`config.mk`:
```
export PLATFORM = sky130hd
export DESIGN_NAME = pll_lock_monitor
export DESIGN_NICKNAME = d
export VERILOG_FILES = /design/src/rtl/pll_lock_mon_pkg.sv /design/src/rtl/pll_lock_monitor_sync_ff.sv /design/src/rtl/pll_lock_monitor.sv
export SDC_FILE = /design/constraint.sdc
export NUM_CORES = 1
export LEC_CHECK = 0
export ABC_AREA = 1
export BUFFER_PORTS_ARGS = -buffer_cell sky130_fd_sc_hd__buf_2
export CAP_MARGIN = 10
export CORE_MARGIN = 2
export CORE_UTILIZATION = 48
export CTS_CLUSTER_DIAMETER = 40
export DETAILED_ROUTE_END_ITERATION = 6
export PLACE_DENSITY = 0.71
export SLEW_MARGIN = 5
export SYNTH_ARGS = -nofsm -noshare
export SYNTH_HDL_FRONTEND = slang
export SYNTH_SLANG_ARGS = --single-unit
```
`constraint.sdc`:
```
create_clock -name clk -period 3.1 [get_ports clk]
set_clock_uncertainty 0.2 [all_clocks]
set_input_delay 0.62 -clock clk [delete_from_list [all_inputs] [get_ports clk]]
set_output_delay 0.62 -clock clk [all_outputs]
set_load 0.01 [all_outputs]
```
`src/rtl/pll_lock_mon_pkg.sv`:
```
// Shared types and default constants for the PLL lock monitor.
package pll_lock_mon_pkg;

  // Lock-qualification FSM states.
  typedef enum logic [1:0] {
    ST_IDLE    = 2'd0,
    ST_QUALIFY = 2'd1,
    ST_RUN     = 2'd2,
    ST_HOLDOFF = 2'd3
  } state_t;

  localparam int unsigned DEF_STABLE_CYCLES  = 1024;
  localparam int unsigned DEF_HOLDOFF_CYCLES = 16;
  localparam int unsigned DEF_SYNC_STAGES    = 2;
  localparam int unsigned DEF_CNT_W          = 16;

endpackage

```
`src/rtl/pll_lock_monitor_sync_ff.sv`:
```
// sync_ff: multi-flop single-bit synchronizer, async active-high reset to 0.
// The flops carry the async-register attribute so placement keeps them
// adjacent and timing treats the first stage as a metastability catcher.
module sync_ff
  import pll_lock_mon_pkg::*;
#(
  parameter int unsigned SYNC_STAGES = DEF_SYNC_STAGES
) (
  input  logic clk,
  input  logic rst,
  input  logic d,
  output logic q
);

  (* ASYNC_REG = "TRUE" *) logic [SYNC_STAGES-1:0] sync_q;

  // Shift the asynchronous input through the synchronizer chain.
  always_ff @(posedge clk or posedge rst) begin
    if (rst) begin
      sync_q <= '0;
    end else begin
      sync_q <= {sync_q[SYNC_STAGES-2:0], d};
    end
  end

  assign q = sync_q[SYNC_STAGES-1];

endmodule

```
`src/rtl/pll_lock_monitor.sv`:
```
// pll_lock_monitor: turns the raw PLL lock into a lock-qualified reset for
// everything clocked by the PLL output. Reset is released only after lock
// has been stable for STABLE_CYCLES; a lock loss in RUN re-asserts reset at
// once, pulses loss_pulse_o and (optionally) counts the loss.
// Optional feature macro: PLL_LOCK_MON_LOSS_CNT_EN builds the saturating
// loss counter and its clr_i clear; without it loss_cnt_o is tied to 0.
module pll_lock_monitor
  import pll_lock_mon_pkg::*;
#(
  parameter int unsigned STABLE_CYCLES  = DEF_STABLE_CYCLES,
  parameter int unsigned HOLDOFF_CYCLES = DEF_HOLDOFF_CYCLES,
  parameter int unsigned SYNC_STAGES    = DEF_SYNC_STAGES,
  parameter int unsigned CNT_W          = DEF_CNT_W
) (
  input  logic             clk,
  input  logic             rst,
  input  logic             lock_i,
  input  logic             clr_i,
  output logic             rst_out_o,
  output logic             ready_o,
  output logic             loss_pulse_o,
  output logic [CNT_W-1:0] loss_cnt_o
);

  // Counter widths; a 1-cycle holdoff still needs a 1-bit counter.
  localparam int unsigned QW = (STABLE_CYCLES  > 1) ? $clog2(STABLE_CYCLES)  : 1;
  localparam int unsigned HW = (HOLDOFF_CYCLES > 1) ? $clog2(HOLDOFF_CYCLES) : 1;
  localparam logic [QW-1:0] Q_LAST = QW'(STABLE_CYCLES - 1);
  localparam logic [HW-1:0] H_LAST = HW'(HOLDOFF_CYCLES - 1);

  logic          lock_s;
  state_t        state_q, state_d;
  logic [QW-1:0] qcnt_q, qcnt_d;
  logic [HW-1:0] hcnt_q, hcnt_d;
  logic          loss;
  logic          rst_out_q, ready_q, pulse_q;

  sync_ff #(
    .SYNC_STAGES(SYNC_STAGES)
  ) u_lock_sync (
    .clk (clk),
    .rst (rst),
    .d   (lock_i),
    .q   (lock_s)
  );

  // State and qualification/holdoff counters.
  always_ff @(posedge clk or posedge rst) begin
    if (rst) begin
      state_q <= ST_IDLE;
      qcnt_q  <= '0;
      hcnt_q  <= '0;
    end else begin
      state_q <= state_d;
      qcnt_q  <= qcnt_d;
      hcnt_q  <= hcnt_d;
    end
  end

  // Next-state logic; loss marks the RUN->HOLDOFF transition.
  always_comb begin
    state_d = state_q;
    qcnt_d  = qcnt_q;
    hcnt_d  = hcnt_q;
    loss    = 1'b0;
    unique case (state_q)
      ST_IDLE: begin
        qcnt_d = '0;
        hcnt_d = '0;
        if (lock_s) state_d = ST_QUALIFY;
      end
      ST_QUALIFY: begin
        if (!lock_s) begin
          state_d = ST_IDLE;
          qcnt_d  = '0;
        end else if (qcnt_q == Q_LAST) begin
          state_d = ST_RUN;
          qcnt_d  = '0;
        end else begin
          qcnt_d = qcnt_q + 1'b1;
        end
      end
      ST_RUN: begin
        if (!lock_s) begin
          state_d = ST_HOLDOFF;
          hcnt_d  = '0;
          loss    = 1'b1;
        end
      end
      ST_HOLDOFF: begin
        // Holdoff runs to completion whatever lock_s does.
        if (hcnt_q == H_LAST) begin
          state_d = ST_IDLE;
          hcnt_d  = '0;
        end else begin
          hcnt_d = hcnt_q + 1'b1;
        end
      end
      default: begin
        state_d = ST_IDLE;
        qcnt_d  = '0;
        hcnt_d  = '0;
      end
    endcase
  end

  // Registered outputs decoded from the next state so they change on the
  // same edge as the state transition.
  always_ff @(posedge clk or posedge rst) begin
    if (rst) begin
      rst_out_q <= 1'b1;
      ready_q   <= 1'b0;
      pulse_q   <= 1'b0;
    end else begin
      rst_out_q <= (state_d != ST_RUN);
      ready_q   <= (state_d == ST_RUN);
      pulse_q   <= loss;
    end
  end

  assign rst_out_o    = rst_out_q;
  assign ready_o      = ready_q;
  assign loss_pulse_o = pulse_q;

`ifdef PLL_LOCK_MON_LOSS_CNT_EN
  localparam logic [CNT_W-1:0] CNT_MAX = '1;
  logic [CNT_W-1:0] cnt_q;

  // Saturating loss counter; a clear coinciding with a loss keeps that loss.
  always_ff @(posedge clk or posedge rst) begin
    if (rst) begin
      cnt_q <= '0;
    end else if (clr_i) begin
      cnt_q <= loss ? CNT_W'(1) : '0;
    end else if (loss && (cnt_q != CNT_MAX)) begin
      cnt_q <= cnt_q + 1'b1;
    end
  end

  assign loss_cnt_o = cnt_q;
`else
  logic unused_clr;
  assign unused_clr = clr_i;
  assign loss_cnt_o = '0;
`endif

endmodule

```
* Yosys cells after proc, flatten, opt, wreduce, memory -nomap -nowiden
Cells that the tools add are included.
Widths: inputs -> output; s select.
** Word-level totals
- Output and inout port bits :: 19
- Logic and storage cells :: 35
- Register bits :: 21
- Input bits :: 4
** Cells by class
- Add/sub/neg operators :: 2
- Reduce and logical (&&, ||, !) cells :: 4
- Equality and inequality tests :: 8
- Muxes and demuxes :: 14
** Operators by type and width (count)
- $mux 10 :: 2
- $pmux 10 s2 :: 1
- $pmux 4 s3 :: 1
- $add 10x1->10 const B :: 1
- $eq 10x10->1 const B :: 1
- $mux 2 :: 5
- $mux 4 :: 2
- $pmux 2 s4 :: 1
- $eq 2x2->1 const B :: 3
- $add 4x1->4 const B :: 1
- $eq 4x4->1 const B :: 1
- $ne 2x2->1 const B :: 2
- $reduce_bool 3->1 :: 1
- $eq 2x1->1 const B :: 1
- $logic_not 2->1 :: 1
- $mux 1 :: 2
- $reduce_and 2->1 :: 1
- $reduce_bool 2->1 :: 1

* Depth between registers and ports, before layout
Gate-level depths: netlist of run 1.
- Depth in word-level cells :: 5
- Depth in mapped cells :: 9
- Gate-level depth less buffers :: 9

* Cells and area by module
From an unflattened synthesis of run 1, not the netlist that was laid out.
** Unflattened totals
- Cells, all modules :: 158
- Area, all modules :: 1287.5 um^2
** By module, submodules not included
- pll_lock_monitor :: area an instance 1233.7 um^2, times used 1, cells each 155
- sync_ff :: area an instance 53.8 um^2, times used 1, cells each 3

* Worst setup path after synthesis of run 1
Ideal clock, no wire load.
- Path type :: flip-flop to flip-flop
- Start point :: register state_q[0]
- End point :: register qcnt_q[6]
- Period minus slack after synthesis :: 1.573 ns
- Arrival :: 1.250 ns
- Setup time :: 0.123 ns
- Buffers on the path :: 1
- Setup slack :: 1.527 ns
- Cell stages (with the launch flop) :: 9
- Cell sequence :: dfrtp_1 inv_1 ha_1 or2_4 buf_6 nand2_1 nor2_1 o22ai_1 a21oi_1
** On the way
- Longest elaborated chain between the ends :: 2
- Elaborated cells on any way between the ends :: 4
- Classes of those cells :: 1 x eq/ne; 1 x mux; 2 x reduce/logical
** Ends and longest elaborated chain
- from (decl) :: line pll_lock_monitor.sv:32 : state_t state_q, state_d;
- from (signal assigned) :: line pll_lock_monitor.sv:54 : state_q <= state_d;
- $eq 2x1->1 or $logic_not 2->1 (tied branches) :: line pll_lock_monitor.sv:66 : unique case (state_q)
- $pmux 10 s2 or $reduce_bool 2->1 (tied branches)
- to (signal assigned) :: line pll_lock_monitor.sv:55 : qcnt_q <= qcnt_d;
- to (decl) :: line pll_lock_monitor.sv:33 : logic [QW-1:0] qcnt_q, qcnt_d;
Parallel ways exist; a longest one is shown, timed or not.
A chain may end at the register's enable or synchronous reset.

* Worst setup path in the final report of run 1
- Start point :: register rst_out_q, in the netlist rst_out_o
- End point :: output rst_out_o
** RTL lines
- from (decl) :: line pll_lock_monitor.sv:36 : logic rst_out_q, ready_q, pulse_q;
- from (signal assigned) :: line pll_lock_monitor.sv:115 : rst_out_q <= (state_d != ST_RUN);
- to (decl) :: line pll_lock_monitor.sv:19 : output logic rst_out_o,
No word-level cell between the ends.

==> qor_table.md, run 1 <==
| Metric | Value |
| --- | --- |
| Top cells by area in the synthesized netlist | sky130_fd_sc_hd__dfrtp_1, sky130_fd_sc_hd__buf_4, sky130_fd_sc_hd__nand2_1 |
| Area fraction of the dominant cell type after synthesis | 0.4107 |
| Post-CTS Setup Repair Bufs | 0 |
| Delay of the slowest critical-path stage | 0.54 ns |
| Net Switching | 0.0002481 W |
| Final net count | 159 |
| Largest net degree at the start of global routing | 22 |
| Ys flop type | sky130_fd_sc_hd__dfrtp_1 |
| Reg-to-reg slack, setup | 1.37 ns |
| Via count of the first global-routing pass | 756 |
| Number of vias per cell after detailed routing | 4.798 |
| Maximum clock frequency | 0.5617 GHz |
| Total buffers and inverters traversed by the critical path | 1 |
| Resized Gates After CTS | 0 |
| Number of logic stages on the critical path including buffering | 1 |
| Worst reg2reg endpoint | qcnt_q[9] |
| CTS H-tree lvls | 1 |
| Post-synthesis to final-layout area growth | 1.232% |
| Power Dens Cells | 533.3 nW/um2 |
| Cell family with most CP delay | flip-flops |
| Starting DRC count in detailed routing | 16 |
| Final hold viol count | 0 |
| Ports | 23 |
| Met2 wire len | 1.012 mm |
| Root buffer selected by CTS | sky130_fd_sc_hd__clkbuf_4 |
| Worst Hold Launch | u_lock_sync.sync_q[0] |
| Clock latency at the later pin of the worst-skew pair | 0.31 ns |
| Post-detailed-route wirelength per cell | 11.27 um |
| Number of flops mapped to enable cells by yosys | 0 |
| Logic gate share of total power | 0.318 |
| Final core area utilization | 0.5072 |
| Count of hold-fix buffers inserted at cts | 0 |
| Sinks on the clock net | 21 |
| Launching instance or port of the critical path | rst_out_o |
| Count of TritonRoute iterations in the first routing pass | 4 |
| Post-synthesis async set-or-reset flop share | 1.000 |
| Number of cells in the finished layout apart from fillers | 178 |
| Worst-case clock buffer depth | 2 |
| Setup crit end kind | output pin |
| Leakage | 0.6326 nW |
| Number of unique standard cell types used by synthesis | 28 |
| Max IR drop VDD | 0.5182 mV |
| DR DRC count | 0 |
| Kind of path behind the tightest hold check | reg2reg |
| Met3 wire len | 69 um |
| Worst flop-to-flop path startpoint | state_q[0] |
| First-pass GRT wire length | 3.229 mm |
| Number of buffer cells added on primary ports | 5 |
| Total vias in the final route | 854 |
| Clock-pin slew on the worst setup and hold paths | 0.12 ns |
| Clock tree from TritonCTS | built |
| Die outline area | 2958 um2 |
| GRT Overall Usage | 0.1545 |
| Placed cell count | 174 |
| Inserted Clock Buffers | 3 |
| Data arrival time of the worst path | 0.96 ns |
| # setup viols final | 0 |
| Fraction of layout instances using a drive strength above 1 | 0.1622 |
| Unrepaired setup endpoints after global routing | false |
| Fraction of power consumed by sequential logic | 0.479 |
| Outcome | finished clean |
| Library cell occupying the most area in the post-synthesis netlist | sky130_fd_sc_hd__dfrtp_1 |
| Post-detailed-placement half-perimeter wirelength | 1.508 mm |
| Period utilisation layout | 0.5743 |
| Headroom to the max-slew limit | 0.4739 |
| Number of nets still failing antenna checks after routing | 0 |
| Worst-path cell with the longest stage delay | sky130_fd_sc_hd__dfstp_2 |
| Critical path type | reg2out |
| Clock share of power | 0.204 |
| Core Area | 2432 um2 |
| Slew of the pin with the lowest slew margin | 0.7883 ns |
| Crit path max fanout | 1 |
| Number of inserted diodes | 0 |
| Crit path to | rst_out_o |
| Worst Reg2Reg Path Length in Cells | 7 |
| Shortest clock period the worst path allows after layout | 1.780 ns |
| Remaining Overflow, GRT | 0 |
| Synthesized area per cell | 8.643 um2 |
| Sw frac | 0.3772 |
| Placement row count | 18 |
| Post-synthesis sequential element count | 21 |
| DRT Wirelength | 2.006 mm |
| Cells traversed along the worst timing path | buf_2 |
| Highest signal layer in the routed design | met3 |
| Sequential area share after synthesis | 0.4322 |
| Cells after synthesis | 141 |
| Starting utilization of the core area | 0.5010 |
| Initial antenna violation count | 0 |
| Worst Setup Start Kind | register |
| Vertical die dimension | 54.39 um |
| Cell area after synthesis | 1219 um2 |
| Fin Setup TNS | 0 ns |
| Detailed-routing wirelength on met1 | 924 um |
| Max cap viols | 0 |
| DIE WIDTH | 54.39 um |
| Final slew viol count | 0 |
| Final-layout fill cell count | 227 |
| Count of warnings emitted by yosys | 0 |
| Cell Int Power | 0.0004097 W |
| Global placement routability congestion | 0.8796 |
| Data required, critical path | 2.28 ns |
==> power by group through the flow <==
stage	logic, W	registers [W]	clock network (W)
6_report	0.000209	0.000315	0.000134
5_1_grt	0.000241	0.000319	0.000152
4_1_cts	0.000208	0.000315	0.000138
3_5_place_dp	0.000208	0.000320	0
3_3_place_gp	0.000198	0.000318	0
2_1_floorplan	0.000200	0.000315	0
==> worst register-to-register path: stages (launching register included) <==
cell and delay [ns]:
sky130_fd_sc_hd__dfrtp_1 0.43, sky130_fd_sc_hd__inv_1 0.09, sky130_fd_sc_hd__ha_1 0.25, sky130_fd_sc_hd__or2_4 0.30, sky130_fd_sc_hd__nand3_1 0.10, sky130_fd_sc_hd__nor2_1 0.07
sky130_fd_sc_hd__a21oi_1 0.15, sky130_fd_sc_hd__a21oi_2 0.04
==> cells by family after synthesis <==
group,share of synthesized area
XOR/XNOR,0.01438
adder cells (fa/ha/maj),0.06160
AND/OR/NAND/NOR,0.2084
AO/OA/AOI/OAI,0.1170
buffers and inverters,0.1633
flip-flops,0.4322
other,0.003077
==> routing by layer <==
metal	up-vias	GRT usage
li1	436	-
met1	403	0.1875
met2	15	0.2651
met3	0	0.05738
met4	0	0.02500
met5	-	0
==> synthesized netlist by cell type, types with 2 or more instances <==
master / number
sky130_fd_sc_hd__o21ai_0: 2
sky130_fd_sc_hd__inv_1: 16
sky130_fd_sc_hd__a21oi_1: 11
sky130_fd_sc_hd__a21oi_2: 3
sky130_fd_sc_hd__nor2_4: 2
sky130_fd_sc_hd__o22ai_1: 3
sky130_fd_sc_hd__xor2_1: 2
sky130_fd_sc_hd__inv_2: 2
sky130_fd_sc_hd__ha_1: 6
sky130_fd_sc_hd__dfrtp_1: 20
sky130_fd_sc_hd__nand3_1: 9
sky130_fd_sc_hd__nor2_1: 4
sky130_fd_sc_hd__buf_4: 16
sky130_fd_sc_hd__o21ai_1: 3
sky130_fd_sc_hd__nand2_2: 2
sky130_fd_sc_hd__nand2_1: 28
==> area by class of cell <==
type	count	area, um2	area share
Multi-Input combinational cell	100	549.3	0.4452
Clock buffer	3	22.52	0.01826
Inverter	18	67.56	0.05477
Sequential cell	21	526.8	0.4270
Tap cell	30	37.54	0.03043
Timing Repair Buffer	5	25.02	0.02028
Clock inverter	1	5.005	0.004057
==> registers in the layout, summed over array words and instances (netlist names) <==
| signal | count |
|---|---|
| hcnt_q | 4 |
| loss_pulse_o | 1 |
| qcnt_q | 10 |
| ready_o | 1 |
| rst_out_o | 1 |
| state_q | 2 |
| u_lock_sync.sync_q | 2 |
==> per-stage QoR <==
step | power, W | setup WS [ns] | area (um2) | hold WS, ns
global route | 0.0007121 | 1.208 | 1234 | 0.1752
floorplan | 0.0005145 | 1.527 | 1275 | 0.1312
detailed placement | 0.0005280 | 1.388 | 1206 | 0.1492
finish | 0.0006579 | 1.320 | 1234 | 0.1771
CTS | 0.0006614 | 1.304 | 1234 | 0.1785
global placement | 0.0005163 | 1.420 | 1206 | 0.1428
==> how the worst min path moves through the flow <==
stage / to / cells past startpoint
global route: u_lock_sync.sync_q[0] / 1
global placement: u_lock_sync.sync_q[1] / 0
finish: u_lock_sync.sync_q[1] / 0
detailed placement: u_lock_sync.sync_q[1] / 0
floorplan: u_lock_sync.sync_q[1] / 0
CTS: u_lock_sync.sync_q[1] / 0
==> layout by cell type, fill, tap and decap left out <==
cell,Yosys,layout
sky130_fd_sc_hd__buf_2,0,5
sky130_fd_sc_hd__a22o_1,1,1
sky130_fd_sc_hd__nand2_1,28,28
sky130_fd_sc_hd__dfrtp_1,20,20
sky130_fd_sc_hd__o21ai_1,3,3
sky130_fd_sc_hd__nor2_4,2,2
sky130_fd_sc_hd__conb_1,1,16
sky130_fd_sc_hd__dfstp_2,1,1
sky130_fd_sc_hd__nand4_1,1,1
sky130_fd_sc_hd__o21ai_0,2,2
sky130_fd_sc_hd__nor3_1,1,1
sky130_fd_sc_hd__nand2_4,1,1
sky130_fd_sc_hd__inv_1,16,16
sky130_fd_sc_hd__or2_4,1,1
sky130_fd_sc_hd__and3_1,1,1
sky130_fd_sc_hd__a21oi_2,3,3
sky130_fd_sc_hd__o21ai_2,1,1
sky130_fd_sc_hd__nand3_2,1,1
sky130_fd_sc_hd__xor2_1,2,2
sky130_fd_sc_hd__inv_2,2,2
sky130_fd_sc_hd__nor2_2,1,1
sky130_fd_sc_hd__nand2_2,2,2
sky130_fd_sc_hd__nor2_1,4,4
sky130_fd_sc_hd__clkbuf_4,0,3
sky130_fd_sc_hd__nand3_1,9,9
sky130_fd_sc_hd__clkinv_2,0,1
sky130_fd_sc_hd__a21oi_1,11,11
sky130_fd_sc_hd__o22ai_1,3,3
sky130_fd_sc_hd__ha_1,6,6
Power figures use the tool's default switching activity.
==> run 2: changes to the inputs <==
==> constraint.sdc (replaced) <==
create_clock -name clk -period 1.7 [get_ports clk]
set_clock_uncertainty 0.2 [all_clocks]
set_input_delay 0.34 -clock clk [delete_from_list [all_inputs] [get_ports clk]]
set_output_delay 0.34 -clock clk [all_outputs]
set_load 0.01 [all_outputs]
==> qor_table.md, run 2 (synthesis results as in run 1) <==
| Metric | Value |
| --- | --- |
| Area post-placement | 1229 um2 |
| Starting utilization of the core area | 0.5010 |
| Placed cell count | 177 |
| Maximum clock frequency | 0.6123 GHz |
| Final net count | 172 |
| Clock-pin slew on the worst setup and hold paths | 0.12 ns |
| Worst Hold Launch | u_lock_sync.sync_q[0] |
| Number of cells in the finished layout apart from fillers | 191 |
| Post-detailed-route wirelength per cell | 11.35 um |
| Setup crit end kind | register |
| Vertical die dimension | 54.39 um |
| Period utilisation layout | 0.9606 |
| Core Area | 2432 um2 |
| Placement row count | 18 |
| Kind of path behind the tightest hold check | reg2reg |
| Root buffer selected by CTS | sky130_fd_sc_hd__clkbuf_4 |
| Largest net degree at the start of global routing | 14 |
| Outcome | finished clean |
| Power Dens Cells | 1006 nW/um2 |
| Clock latency at the later pin of the worst-skew pair | 0.31 ns |
| Register bank with the most flops | qcnt_q |
| Fin Setup TNS | 0 ns |
| Final slew viol count | 0 |
| Max cap viols | 0 |
| Overall power of the completed layout | 0.001395 W |
| Final-layout fill cell count | 213 |
| DRT Wirelength | 2.167 mm |
| Worst flop-to-flop path startpoint | state_q[0] |
| Sinks on the clock net | 21 |
| Unrepaired setup endpoints after global routing | true |
| Data arrival time of the worst path | 1.70 ns |
| Final hold viol count | 0 |
| Global placement routability congestion | 0.9036 |
| Launching instance or port of the critical path | state_q[0] |
| Die outline area | 2958 um2 |
| Worst Setup Start Kind | register |
| Critical path type | reg2reg |
| DR DRC count | 0 |
| Regs by FF count | qcnt_q x10, hcnt_q x4 |
| Worst-case clock buffer depth | 2 |
| Count of TritonRoute iterations in the first routing pass | 4 |
| Via count of the first global-routing pass | 838 |
| Post-synthesis to final-layout area growth | 13.76% |
| Worst-path cell with the longest stage delay | sky130_fd_sc_hd__dfrtp_1 |
| Ports | 23 |
| Fraction of layout instances using a drive strength above 1 | 0.2919 |
| Leakage | 0.6929 nW |
| Most common cell after layout, fill and taps aside | sky130_fd_sc_hd__nand2_1 |
| DIE WIDTH | 54.39 um |
| GRT Overall Usage | 0.1626 |
| Initial antenna violation count | 0 |
| Inserted Clock Buffers | 3 |
| Cells traversed along the worst timing path | inv_2, ha_2, nand2_1, nand2_1, a21oi_1, a21oi_2, inv_1, nand2_1 |
| Crit path max fanout | 4 |
| Clock tree from TritonCTS | built |
| Worst slack on hold paths | 0.1721 ns |
| Post-detailed-placement half-perimeter wirelength | 1.591 mm |
| CTS H-tree lvls | 1 |
| Number of buffer cells added on primary ports | 5 |
| Starting DRC count in detailed routing | 9 |
| Top library cells by usage in the layout, fill and taps aside | sky130_fd_sc_hd__nand2_1, sky130_fd_sc_hd__dfrtp_1, sky130_fd_sc_hd__conb_1, sky130_fd_sc_hd__inv_1, sky130_fd_sc_hd__buf_4 |
| # setup viols final | 0 |
| Max IR drop VDD | 1.058 mV |
| Data required, critical path | 1.76 ns |
| Shortest clock period the worst path allows after layout | 1.633 ns |
| Cell type with the highest occurrence count on the critical path | sky130_fd_sc_hd__nand2_1 |
| Largest register FFs | 10 |
| Number of nets still failing antenna checks after routing | 0 |
| Number of vias per cell after detailed routing | 4.958 |
| First-pass GRT wire length | 3.415 mm |
| Number of inserted diodes | 0 |
| Remaining Overflow, GRT | 0 |
| Delay of the slowest critical-path stage | 0.45 ns |
| Final std cell area, no fill | 1386 um2 |
| Total vias in the final route | 947 |
run 2: through the flow:
stage / utilization / setup slack (ns)
finish: 0.5700 / 0.06693
global route: 0.5700 / -0.02067
CTS: 0.5319 / 0.01209
detailed placement: 0.5051 / 0.01181
global placement: 0.5051 / 0.06587
floorplan: - / 0.1271
run 2: path summary, 6_finish.rpt:
path                       slack (ns)               endpoint  depth (start not counted)
max in group asynchronous        0.45              qcnt_q[9]                          4
hold / removal                   0.17  u_lock_sync.sync_q[1]                          0
min in group asynchronous        0.34              hcnt_q[3]                          3
setup / recovery                 0.07              rst_out_o                          8
setup reg to reg                 0.07              rst_out_o                          8
hold reg to reg                  0.17  u_lock_sync.sync_q[1]                          0
run 2: report_power, final:
group,internal [W],leakage (nW),switching [W]
registers,0.000537,0.282,0.0000354
clock network,0.0000897,0.0139,0.000158
logic,0.000258,0.397,0.000316
total,0.000885,0.693,0.000510
run 2: worst max-delay path, delay by kind of cell (launching register included):
kind / cells / cell delay [ns]
compound gates: 2 / 0.25
fa+ha+maj: 1 / 0.24
buf+inv: 2 / 0.15
flops: 1 / 0.45
simple gates: 3 / 0.30
run 2: final cells by class:
class                           instances  area (um2)  share of cell area
Clock buffer                            3       22.52             0.01625
Clock inverter                          1       7.507            0.005415
Inverter                               18       67.56             0.04874
Multi-Input combinational cell        100       584.3              0.4215
Sequential cell                        21       526.8              0.3800
Tap cell                               30       37.54             0.02708
Timing Repair Buffer                   18       140.1              0.1011
run 2: what timing repair did:
action | in CTS | in global routing
hold endpoints to repair | 11 | 0
pin swaps | 0 | 5
hold buffers | 2 | 0
setup endpoints to repair | 1 | 13
resized for setup | 0 | 13
setup buffers | 2 | 6
run 2: layer usage:
metal / wire (um) / track usage
met4: 22 / 0.04583
met5: 0 / 0
met1: 917 / 0.1910
met2: 1125 / 0.2771
met3: 103 / 0.06011
==> run 3: changes to the inputs <==
--- a/config.mk
+++ b/config.mk
@@ -5,14 +5,13 @@
 export SDC_FILE = /design/constraint.sdc
 export NUM_CORES = 1
 export LEC_CHECK = 0
-export ABC_AREA = 1
 export BUFFER_PORTS_ARGS = -buffer_cell sky130_fd_sc_hd__buf_2
 export CAP_MARGIN = 10
 export CORE_MARGIN = 2
 export CORE_UTILIZATION = 48
 export CTS_CLUSTER_DIAMETER = 40
 export DETAILED_ROUTE_END_ITERATION = 6
-export PLACE_DENSITY = 0.71
+export PLACE_DENSITY = 0.7
 export SLEW_MARGIN = 5
 export SYNTH_ARGS = -nofsm -noshare
 export SYNTH_HDL_FRONTEND = slang
==> qor_table.md, run 3 <==
| Metric | Value |
| --- | --- |
| Outcome | finished, violations left |
| Violations in the final reports | setup timing |
| Post-synthesis sequential element count | 21 |
| Clock tree from TritonCTS | built |
| Largest net degree at the start of global routing | 22 |
| Worst Setup Start Kind | register |
| Post-detailed-placement half-perimeter wirelength | 1.864 mm |
| Post-detailed-route wirelength per cell | 13.29 um |
| Remaining Overflow, GRT | 0 |
| Logic gate share of total power | 0.442 |
| Worst slack on hold paths | 0.1673 ns |
| Shortest clock period the worst path allows after layout | 1.732 ns |
| Ys flop type | sky130_fd_sc_hd__dfrtp_1 |
| Number of nets still failing antenna checks after routing | 0 |
| Fin Setup TNS | -0.08015 ns |
| Data arrival time of the worst path | 1.77 ns |
| Clock-pin slew on the worst setup and hold paths | 0.13 ns |
| Kind of path behind the tightest hold check | reg2reg |
| Cell Int Power | 0.0009343 W |
| DIE WIDTH | 55.16 um |
| GRT Overall Usage | 0.1979 |
| Overall power of the completed layout | 0.001491 W |
| Cells after synthesis | 130 |
| Power Dens Cells | 915.8 nW/um2 |
| Number of inserted diodes | 0 |
| Top-count cell post-synth | sky130_fd_sc_hd__dfrtp_1 |
| Core Area | 2477 um2 |
| Fraction of layout instances using a drive strength above 1 | 0.3713 |
| Global-route layer with the greatest usage | met2 |
| CTS H-tree lvls | 1 |
| Max IR drop VDD | 0.7935 mV |
| Unrepaired setup endpoints after global routing | true |
| Root buffer selected by CTS | sky130_fd_sc_hd__clkbuf_4 |
| Library cell occupying the most area in the post-synthesis netlist | sky130_fd_sc_hd__dfrtp_1 |
| Final net count | 178 |
| Number of flops mapped to enable cells by yosys | 0 |
| Area post-placement | 1473 um2 |
| Crit path setup slack, layout | -0.03200 ns |
| First-pass GRT wire length | 4.278 mm |
| Clock latency at the later pin of the worst-skew pair | 0.30 ns |
| Starting DRC count in detailed routing | 17 |
| Final-layout fill cell count | 187 |
| Via count of the first global-routing pass | 1022 |
| Reg-to-reg slack, setup | -0.03 ns |
| Data required, critical path | 1.74 ns |
| Sequential area share after synthesis | 0.4193 |
| Critical path type | reg2reg |
| Final hold viol count | 0 |
| Total vias in the final route | 1070 |
| Synth top cells by count | sky130_fd_sc_hd__dfrtp_1, sky130_fd_sc_hd__nand2_1, sky130_fd_sc_hd__buf_4, sky130_fd_sc_hd__o21ai_0, sky130_fd_sc_hd__nor2_1 |
| Period utilisation layout | 1.019 |
| Fraction of power consumed by sequential logic | 0.393 |
| Number of unique standard cell types used by synthesis | 36 |
| Leakage | 0.7706 nW |
| Number of buffer cells added on primary ports | 5 |
| Most common cell after layout, fill and taps aside | sky130_fd_sc_hd__buf_4 |
| Global placement routability congestion | 0.8060 |
| Met2 routing resource usage after global routing | 0.3413 |
| Post-synthesis to final-layout area growth | 29.58% |
| DRT Wirelength | 2.618 mm |
| Count of warnings emitted by yosys | 0 |
| Clock share of power | 0.165 |
| Die outline area | 3042 um2 |
| Largest register FFs | 10 |
| Top library cells by usage in the layout, fill and taps aside | sky130_fd_sc_hd__buf_4, sky130_fd_sc_hd__dfrtp_1, sky130_fd_sc_hd__nand2_1, sky130_fd_sc_hd__conb_1, sky130_fd_sc_hd__nor2_1 |
| Initial antenna violation count | 0 |
| Final std cell area, no fill | 1628 um2 |
| Sinks on the clock net | 21 |
| Placement row count | 18 |
| Worst-case clock buffer depth | 2 |
| Met3 Usage GRT | 0.03495 |
| Cell area after synthesis | 1256 um2 |
| DR DRC count | 0 |
| Inserted Clock Buffers | 3 |
| Register bank with the most flops | qcnt_q |
| Maximum clock frequency | 0.5774 GHz |
| Setup crit end kind | register |
| Max cap viols | 0 |
| Net Switching | 0.0005564 W |
| Area fraction of the dominant cell type after synthesis | 0.3984 |
| GRT met1 Usage | 0.2487 |
| Number of vias per cell after detailed routing | 5.431 |
| Count of TritonRoute iterations in the first routing pass | 4 |
| Sw frac | 0.3732 |
| Crit path max fanout | 5 |
| Ports | 23 |
| # setup viols final | 3 |
| Regs by FF count | qcnt_q x10, hcnt_q x4 |
| Post-place setup slack | -0.1661 ns |
| Vertical die dimension | 55.16 um |
| Synthesized area per cell | 9.663 um2 |
| Final slew viol count | 0 |
| Post-synthesis async set-or-reset flop share | 1.000 |
| Top cells by area in the synthesized netlist | sky130_fd_sc_hd__dfrtp_1, sky130_fd_sc_hd__buf_4, sky130_fd_sc_hd__ha_1 |
| Starting utilization of the core area | 0.5071 |
==> run 3: cell types whose count changed after synthesis, sizes merged, moves of 2 or more <==
cell,delta
a211o,+2
a21o,+2
a21oi,-12
inv,-11
nand2,-13
nand3,-3
nor2,+2
nor2b,+3
nor3,+2
o21ai,+4
o22ai,-3
o31ai,+4
xor2,-2
==> run 3: metrics by stage <==
| step | util | std cells |
|---|---|---|
| after floorplan | - | 145 |
| after global routing | 0.6571 | 197 |
| final | 0.6571 | 197 |
| after CTS | 0.6237 | 195 |
| after global placement | 0.5944 | 188 |
| after detailed placement | 0.5944 | 188 |
==> run 3: logic make-up (layout without fill, tap and decap cells) <==
group,after synthesis,in the layout,share of synthesized area
and+or+nand+nor,47,47,0.1893
AOI/OAI and AO/OA,30,30,0.1952
buffers and inverters,23,45,0.1165
DFF,21,21,0.4193
adders and majority gates,6,6,0.05976
muxes,2,2,0.01693
other,1,16,0.002985
==> run 3: metal layers <==
metal / vias to the layer above / share of wire
met5: - / 0
met4: 0 / 0.018
met3: 6 / 0.058
met2: 49 / 0.51
met1: 513 / 0.42
li1: 502 / -
==> run 3: area by class of cell <==
class | instances | area [um2] | area share
clock buffer | 3 | 22.52 | 0.01384
clock inverter | 1 | 5.005 | 0.003075
sequential | 21 | 528.0 | 0.3244
timing repair buffer | 34 | 255.2 | 0.1568
multi-input combinational | 101 | 750.7 | 0.4612
tap | 30 | 37.54 | 0.02306
inverter | 7 | 28.78 | 0.01768
==> run 3: power groups by stage <==
stage	combinational (W)	clock [W]	sequential (W)
global placement	0.000520	0	0.000583
floorplan	0.000363	0	0.000589
finish	0.000659	0.000246	0.000586
detailed placement	0.000550	0	0.000588
global route	0.000718	0.000267	0.000590
CTS	0.000579	0.000249	0.000583
==> run 3: worst max-delay path: stages, from the launching register on <==
cell	delay [ns]
sky130_fd_sc_hd__dfrtp_1	0.41
sky130_fd_sc_hd__ha_4	0.16
sky130_fd_sc_hd__nand3_4	0.11
sky130_fd_sc_hd__o311ai_4	0.39
sky130_fd_sc_hd__a41oi_4	0.17
sky130_fd_sc_hd__or2_1	0.23
==> run 3: worst paths after layout <==
check | to | cells after the start | start
setup / recovery | rst_out_o | 5 | qcnt_q[1]
hold reg to reg | u_lock_sync.sync_q[1] | 0 | u_lock_sync.sync_q[0]
setup reg to reg | rst_out_o | 5 | qcnt_q[1]
min in group asynchronous | qcnt_q[0] | 4 | rst
hold / removal | u_lock_sync.sync_q[1] | 0 | u_lock_sync.sync_q[0]
max in group asynchronous | rst_out_o | 4 | rst
==> run 3: timing repair <==
| action | in CTS | in global routing |
|---|---|---|
| hold buffers | 2 | 0 |
| setup endpoints to repair | 13 | 16 |
| endpoints found under the hold margin | 21 | 0 |
| pin swaps | 5 | 7 |
| buffers inserted | 1 | 2 |
| resized for setup | 6 | 17 |
